==> src/rtl/ctu_mask_id_pkg.sv <==
// Shared constants for the CTU mask-ID capture block: IDCODE field layout,
// CSR read-data bit positions, lock FSM states and the IDCODE word builder.
package ctu_mask_id_pkg;

    localparam int IDC_VER_W     = 4;
    localparam int IDC_VER_LSB   = 28;
    localparam int IDC_PART_W    = 16;
    localparam int IDC_PART_LSB  = 12;
    localparam int IDC_MANUF_W   = 11;
    localparam int IDC_MANUF_LSB = 1;
    localparam int IDC_LSB       = 0;

    localparam int CSR_REV_LSB   = 0;
    localparam int CSR_REV_W     = 4;
    localparam int CSR_VALID_BIT = 4;
    localparam int CSR_ERR_BIT   = 5;

    typedef enum logic {
        SETTLE,
        LOCKED
    } state_e;

    function automatic logic [31:0] idcode_word(
        input logic [IDC_VER_W-1:0]   ver,
        input logic [IDC_PART_W-1:0]  part,
        input logic [IDC_MANUF_W-1:0] manuf
    );
        logic [31:0] w;
        w = '0;
        w[IDC_VER_LSB   +: IDC_VER_W]   = ver;
        w[IDC_PART_LSB  +: IDC_PART_W]  = part;
        w[IDC_MANUF_LSB +: IDC_MANUF_W] = manuf;
        w[IDC_LSB]                      = 1'b1;
        return w;
    endfunction

endpackage

==> src/rtl/ctu_idcode_shreg.sv <==
// 32-bit JTAG data register with parallel capture (priority) and LSB-first shift.
// Ports: clk, rst (sync, active-high), load_i/din_i capture, shift_i/tdi_i shift, tdo_o = sr[0].
module ctu_idcode_shreg #(
    parameter logic [31:0] RESET_VAL = 32'h0000_0001
) (
    input  logic        clk,
    input  logic        rst,
    input  logic        load_i,
    input  logic        shift_i,
    input  logic [31:0] din_i,
    input  logic        tdi_i,
    output logic        tdo_o
);

    logic [31:0] sr_q;
    logic [31:0] sr_d;

    always_comb begin
        sr_d = sr_q;
        if (load_i) begin
            sr_d = din_i;
        end else if (shift_i) begin
            sr_d = {tdi_i, sr_q[31:1]};
        end
    end

    always_ff @(posedge clk) begin
        if (rst) begin
            sr_q <= RESET_VAL;
        end else begin
            sr_q <= sr_d;
        end
    end

    assign tdo_o = sr_q[0];

endmodule

==> src/rtl/ctu_mask_id_capture.sv <==
// Qualifies the mask-ID cell output, latches it as die revision and exposes it
// via IDCODE (tdo) and a CSR read port. Optional CTU_MASK_ID_MISMATCH_EN adds
// a sticky post-lock mismatch flag. Ports: clk, rst, mask_id, TAP controls
// (idcode_sel/capture_dr/shift_dr/tdi/tdo), id_valid, rev_id, CSR req/ack/data, mask_id_err.
module ctu_mask_id_capture
    import ctu_mask_id_pkg::*;
#(
    parameter logic [15:0] PART_NUM   = 16'h0000,
    parameter logic [10:0] MANUF_ID   = 11'h03E,
    parameter int          STABLE_CNT = 8
) (
    input  logic        clk,
    input  logic        rst,
    input  logic [3:0]  mask_id,
    input  logic        idcode_sel,
    input  logic        capture_dr,
    input  logic        shift_dr,
    input  logic        tdi,
    output logic        tdo,
    output logic        id_valid,
    output logic [3:0]  rev_id,
    input  logic        csr_rd_req,
    output logic        csr_rd_ack,
    output logic [31:0] csr_rd_data,
    output logic        mask_id_err
);

    localparam logic [7:0] LOCK_CNT = 8'(STABLE_CNT - 1);

    state_e      state_q, state_d;
    logic [7:0]  cnt_q, cnt_d;
    logic [3:0]  mask_id_q;
    logic [3:0]  rev_q, rev_d;
    logic        valid_q, valid_d;
    logic        ack_q, ack_d;
    logic        err_bit;
    logic [31:0] csr_word;

    always_comb begin
        state_d = state_q;
        cnt_d   = cnt_q;
        rev_d   = rev_q;
        valid_d = valid_q;
        unique case (state_q)
            SETTLE: begin
                if (mask_id == mask_id_q) begin
                    if (cnt_q == LOCK_CNT) begin
                        state_d = LOCKED;
                        rev_d   = mask_id_q;
                        valid_d = 1'b1;
                    end else begin
                        cnt_d = cnt_q + 8'd1;
                    end
                end else begin
                    cnt_d = '0;
                end
            end
            LOCKED: begin
            end
        endcase
    end

    // Ack is self-clearing so a held request is served every other cycle.
    assign ack_d = csr_rd_req && valid_q && !ack_q;

    always_ff @(posedge clk) begin
        if (rst) begin
            state_q   <= SETTLE;
            cnt_q     <= '0;
            mask_id_q <= '0;
            rev_q     <= '0;
            valid_q   <= 1'b0;
            ack_q     <= 1'b0;
        end else begin
            state_q   <= state_d;
            cnt_q     <= cnt_d;
            mask_id_q <= mask_id;
            rev_q     <= rev_d;
            valid_q   <= valid_d;
            ack_q     <= ack_d;
        end
    end

`ifdef CTU_MASK_ID_MISMATCH_EN
    logic err_q, err_d;

    assign err_d = err_q | ((state_q == LOCKED) && (mask_id_q != rev_q));

    always_ff @(posedge clk) begin
        if (rst) begin
            err_q <= 1'b0;
        end else begin
            err_q <= err_d;
        end
    end

    assign err_bit = err_q;
`else
    assign err_bit = 1'b0;
`endif

    always_comb begin
        csr_word = '0;
        if (ack_q) begin
            csr_word[CSR_REV_LSB +: CSR_REV_W] = rev_q;
            csr_word[CSR_VALID_BIT]            = valid_q;
            csr_word[CSR_ERR_BIT]              = err_bit;
        end
    end

    ctu_idcode_shreg #(
        .RESET_VAL (idcode_word(4'h0, PART_NUM, MANUF_ID))
    ) u_shreg (
        .clk     (clk),
        .rst     (rst),
        .load_i  (idcode_sel && capture_dr),
        .shift_i (idcode_sel && shift_dr),
        .din_i   (idcode_word(rev_q, PART_NUM, MANUF_ID)),
        .tdi_i   (tdi),
        .tdo_o   (tdo)
    );

    assign id_valid    = valid_q;
    assign rev_id      = rev_q;
    assign csr_rd_ack  = ack_q;
    assign csr_rd_data = csr_word;
    assign mask_id_err = err_bit;

endmodule
==> config.mk <==
export PLATFORM = sky130hd
export DESIGN_NAME = ctu_mask_id_capture
export DESIGN_NICKNAME = d
export VERILOG_FILES = /design/src/rtl/ctu_mask_id_pkg.sv /design/src/rtl/ctu_idcode_shreg.sv /design/src/rtl/ctu_mask_id_capture.sv
export SDC_FILE = /design/constraint.sdc
export NUM_CORES = 1
export LEC_CHECK = 0
export ABC_AREA = 1
export CORE_UTILIZATION = 54
export DETAILED_ROUTE_END_ITERATION = 8
export HOLD_SLACK_MARGIN = 0.15
export PLACE_DENSITY = 0.84
export SLEW_MARGIN = 15
export SYNTH_ARGS = -nofsm -noshare
export SYNTH_HDL_FRONTEND = slang
export SYNTH_SLANG_ARGS = --single-unit
==> constraint.sdc <==
create_clock -name clk -period 4.1 [get_ports clk]
set_clock_uncertainty 0.1 [all_clocks]
set_input_delay 0.41 -clock clk [delete_from_list [all_inputs] [get_ports clk]]
set_output_delay 0.41 -clock clk [all_outputs]
set_load 0.02 [all_outputs]
==> flow_summary.toml <==
[worst_setup_path]
crit_type = "input port to flop"
reg2reg_slack_ns = 2.47
cp_data_required_time_ns = 4.24
setup.worst_path.start = "rst"
crit_path_max_fanout = 23
start_kind = "input port"
rr_worst_depth = 8
crit_arrival_ns = 2.39
end_kind = "flop"
regToRegEndpoint = "cnt_q[6]"
rr_startpoint = "cnt_q[0]"

[placement]
port_buffers = 22
globalplace.congestion = 0.819
dp_hpwl_um = 2740

[min_path]
hp-class = "flop to flop"
hold_path_depth = 2
whs_endpoint = "u_shreg.sr_q[10]"
min_from = "u_shreg.sr_q[11]"

[timing]
hold_viol = 0
final-max-slew-violation-count = 0
relSlewSlack_pct = 53.2
rsz0062_at_grt = "false"
tightest_slew_ns = 0.700
finalCritPeriodShare_pct = 54.8
whs_ns = 0.361
fin_tns_setup_ns = 0
setup_violations = 0
finalCriticalPeriod_ns = 2.25
fmaxAchievable_mhz = 445

[yosys]
seq_area_frac_synth_pct = 42.5
synthTopCellsByArea = "dfxtp_1, nand2_1, buf_4, a21oi_1, nor2_1"
yosys_warnings = 0
synth_cells = 335
synthArstFlopShare_pct = 0
synth.distinct_cells = 26
synth_area_per_cell_um2 = 7.18
ys_seq_elements = 51
ys_top_cells_by_count = "nand2_1, dfxtp_1, a21oi_1"
yosysMostFrequentCell = "nand2_1"
syn_area_mm2 = 0.00240
synth_top_area_cell = "dfxtp_1"
synth-edff-count = 0
synth_flop_cell = "dfxtp_1"
netlist.area_leader.share_pct = 42.5

[clocking]
insertion_delay_ns = 0.30
post_cts_buffers = 0
cts_made_buffers = 5
clk_pin_slew_worst_paths_ns = 0.09
cts_num_sinks = 51
cts_root_buf = "clkbuf_8"
cts_max_level = 2
cts_resized = 0
cts_tree = "built"
clk_path_buf_depth = 2
ctsHoldBuffers = 0

[floorplanning]
core_area_mm2 = 0.00414
fp-row-count = 23
chipHeight_um = 68.7
ioPinCount = 51
dieArea_mm2 = 0.00472
start_util_pct = 58.0
die_w_um = 68.7

[route]
finalWirelength_um = 3920
viasPerCell = 4.74
vias = 1920
drtIter0Drc = 124
drc_errors = 0
drt_first_pass_iters = 4
antenna_left = 0
route.detailed.wl_per_inst_um = 9.67

[power_and_ir_drop]
vdd_ir_drop_max_v = 0.000126
p_per_area_mw_per_mm2 = 356
power.static_leakage_nw = 1.16

[grt]
antenna_found_initial = 0
grt_use_total_pct = 18.7
grt_pass1_vias = 1542
grt_pass1_wl_um = 6600
grt_overflow_total = 0
grt_max_degree = 29

[finish]
multi_input_area_mm2 = 0.00111
nets = 367
drive_gt1_share_pct = 5.92
area.growth.synth_to_final_pct = 10.1
regArea_mm2 = 0.00102
n_fill_cell = 370
antenna_cells = 0

[flow_run]
cap_violations = 0

[outcome]
status = "completed"
==> sequential cells by signal, summed over array words and instances, names as in the netlist <==
| name | flops |
|---|---|
| rev_id | 4 |
| mask_id_q | 4 |
| id_valid | 1 |
| state_q | 1 |
| u_shreg.sr_q | 32 |
| cnt_q | 8 |
| csr_rd_ack | 1 |
==> worst max-delay path, cell delays in order <==
cell and delay (ns):
clkdlybuf4s50_1 0.73, inv_1 0.27, nand2_1 0.59, inv_1 0.25
nand3_1 0.13
==> per-layer routing <==
metal | global-route usage [%] | wire length, um
met4 | 6.89 | 57
met2 | 29.5 | 1710
met1 | 24.1 | 1950
met3 | 5.59 | 201
met5 | 0 | 0
==> worst max-delay path by stage <==
stage / endpoint / slack, ns / cells past startpoint
final: u_shreg.sr_q[3] / 1.85 / 5
after global routing: u_shreg.sr_q[3] / 1.69 / 5
after floorplan: cnt_q[6] / 2.67 / 8
after detailed placement: u_shreg.sr_q[3] / 1.52 / 5
after CTS: u_shreg.sr_q[3] / 1.83 / 5
after global placement: u_shreg.sr_q[3] / 1.56 / 5
==> final cells by class <==
cell class / count / area share, %
Sequential cell: 51 / 38.6
Clock inverter: 2 / 1.42
Inverter: 33 / 4.68
Multi-Input combinational cell: 241 / 41.8
Tap cell: 50 / 2.36
Timing Repair Buffer: 23 / 8.60
Clock buffer: 5 / 2.60
==> report_power, final <==
| part | switching, mW | internal (mW) |
|---|---|---|
| Combinational | 0.0659 | 0.0258 |
| Clock | 0.161 | 0.178 |
| Sequential | 0.00648 | 0.504 |
==> cells in the final DEF (no fill, tap or decap), drive strengths merged <==
cell type and n:
a21oi 31, buf 1, bufinv 1, clkbuf 5, clkdlybuf4s50 22, clkinv 1, clkinvlp 1, conb 28
dfxtp 51, ha 1, inv 32, nand2 122, nand3 14, nand4 2, nor2 32, nor3 4
o221ai 4, xnor2 2, xor2 1
==> kinds of logic (layout without fill, tap and decap cells) <==
group / Yosys count / in the layout / synth area share [%]
flip-flops: 51 / 51 / 42.5
AO/OA/AOI/OAI: 35 / 35 / 8.38
XOR/XNOR: 3 / 3 / 1.09
AND/OR/NAND/NOR: 174 / 174 / 31.6
buffers and inverters: 70 / 63 / 15.8
adder cells (fa/ha/maj): 1 / 1 / 0.520
other: 1 / 28 / 0.156
==> stage by stage <==
| stage | worst slack, ns | total power, mW | cell area, um^2 | utilization, % | cells |
|---|---|---|---|---|---|
| after floorplan | 2.67 | 0.615 | 2510 | - | 362 |
| after global placement | 1.56 | 0.612 | 2540 | 61.3 | 398 |
| after detailed placement | 1.52 | 0.614 | 2540 | 61.3 | 398 |
| after CTS | 1.83 | 0.950 | 2650 | 63.9 | 405 |
| after global routing | 1.69 | 0.982 | 2650 | 63.9 | 405 |
| final | 1.85 | 0.942 | 2650 | 63.9 | 405 |
Note: power is estimated with default switching activity, not from simulation.
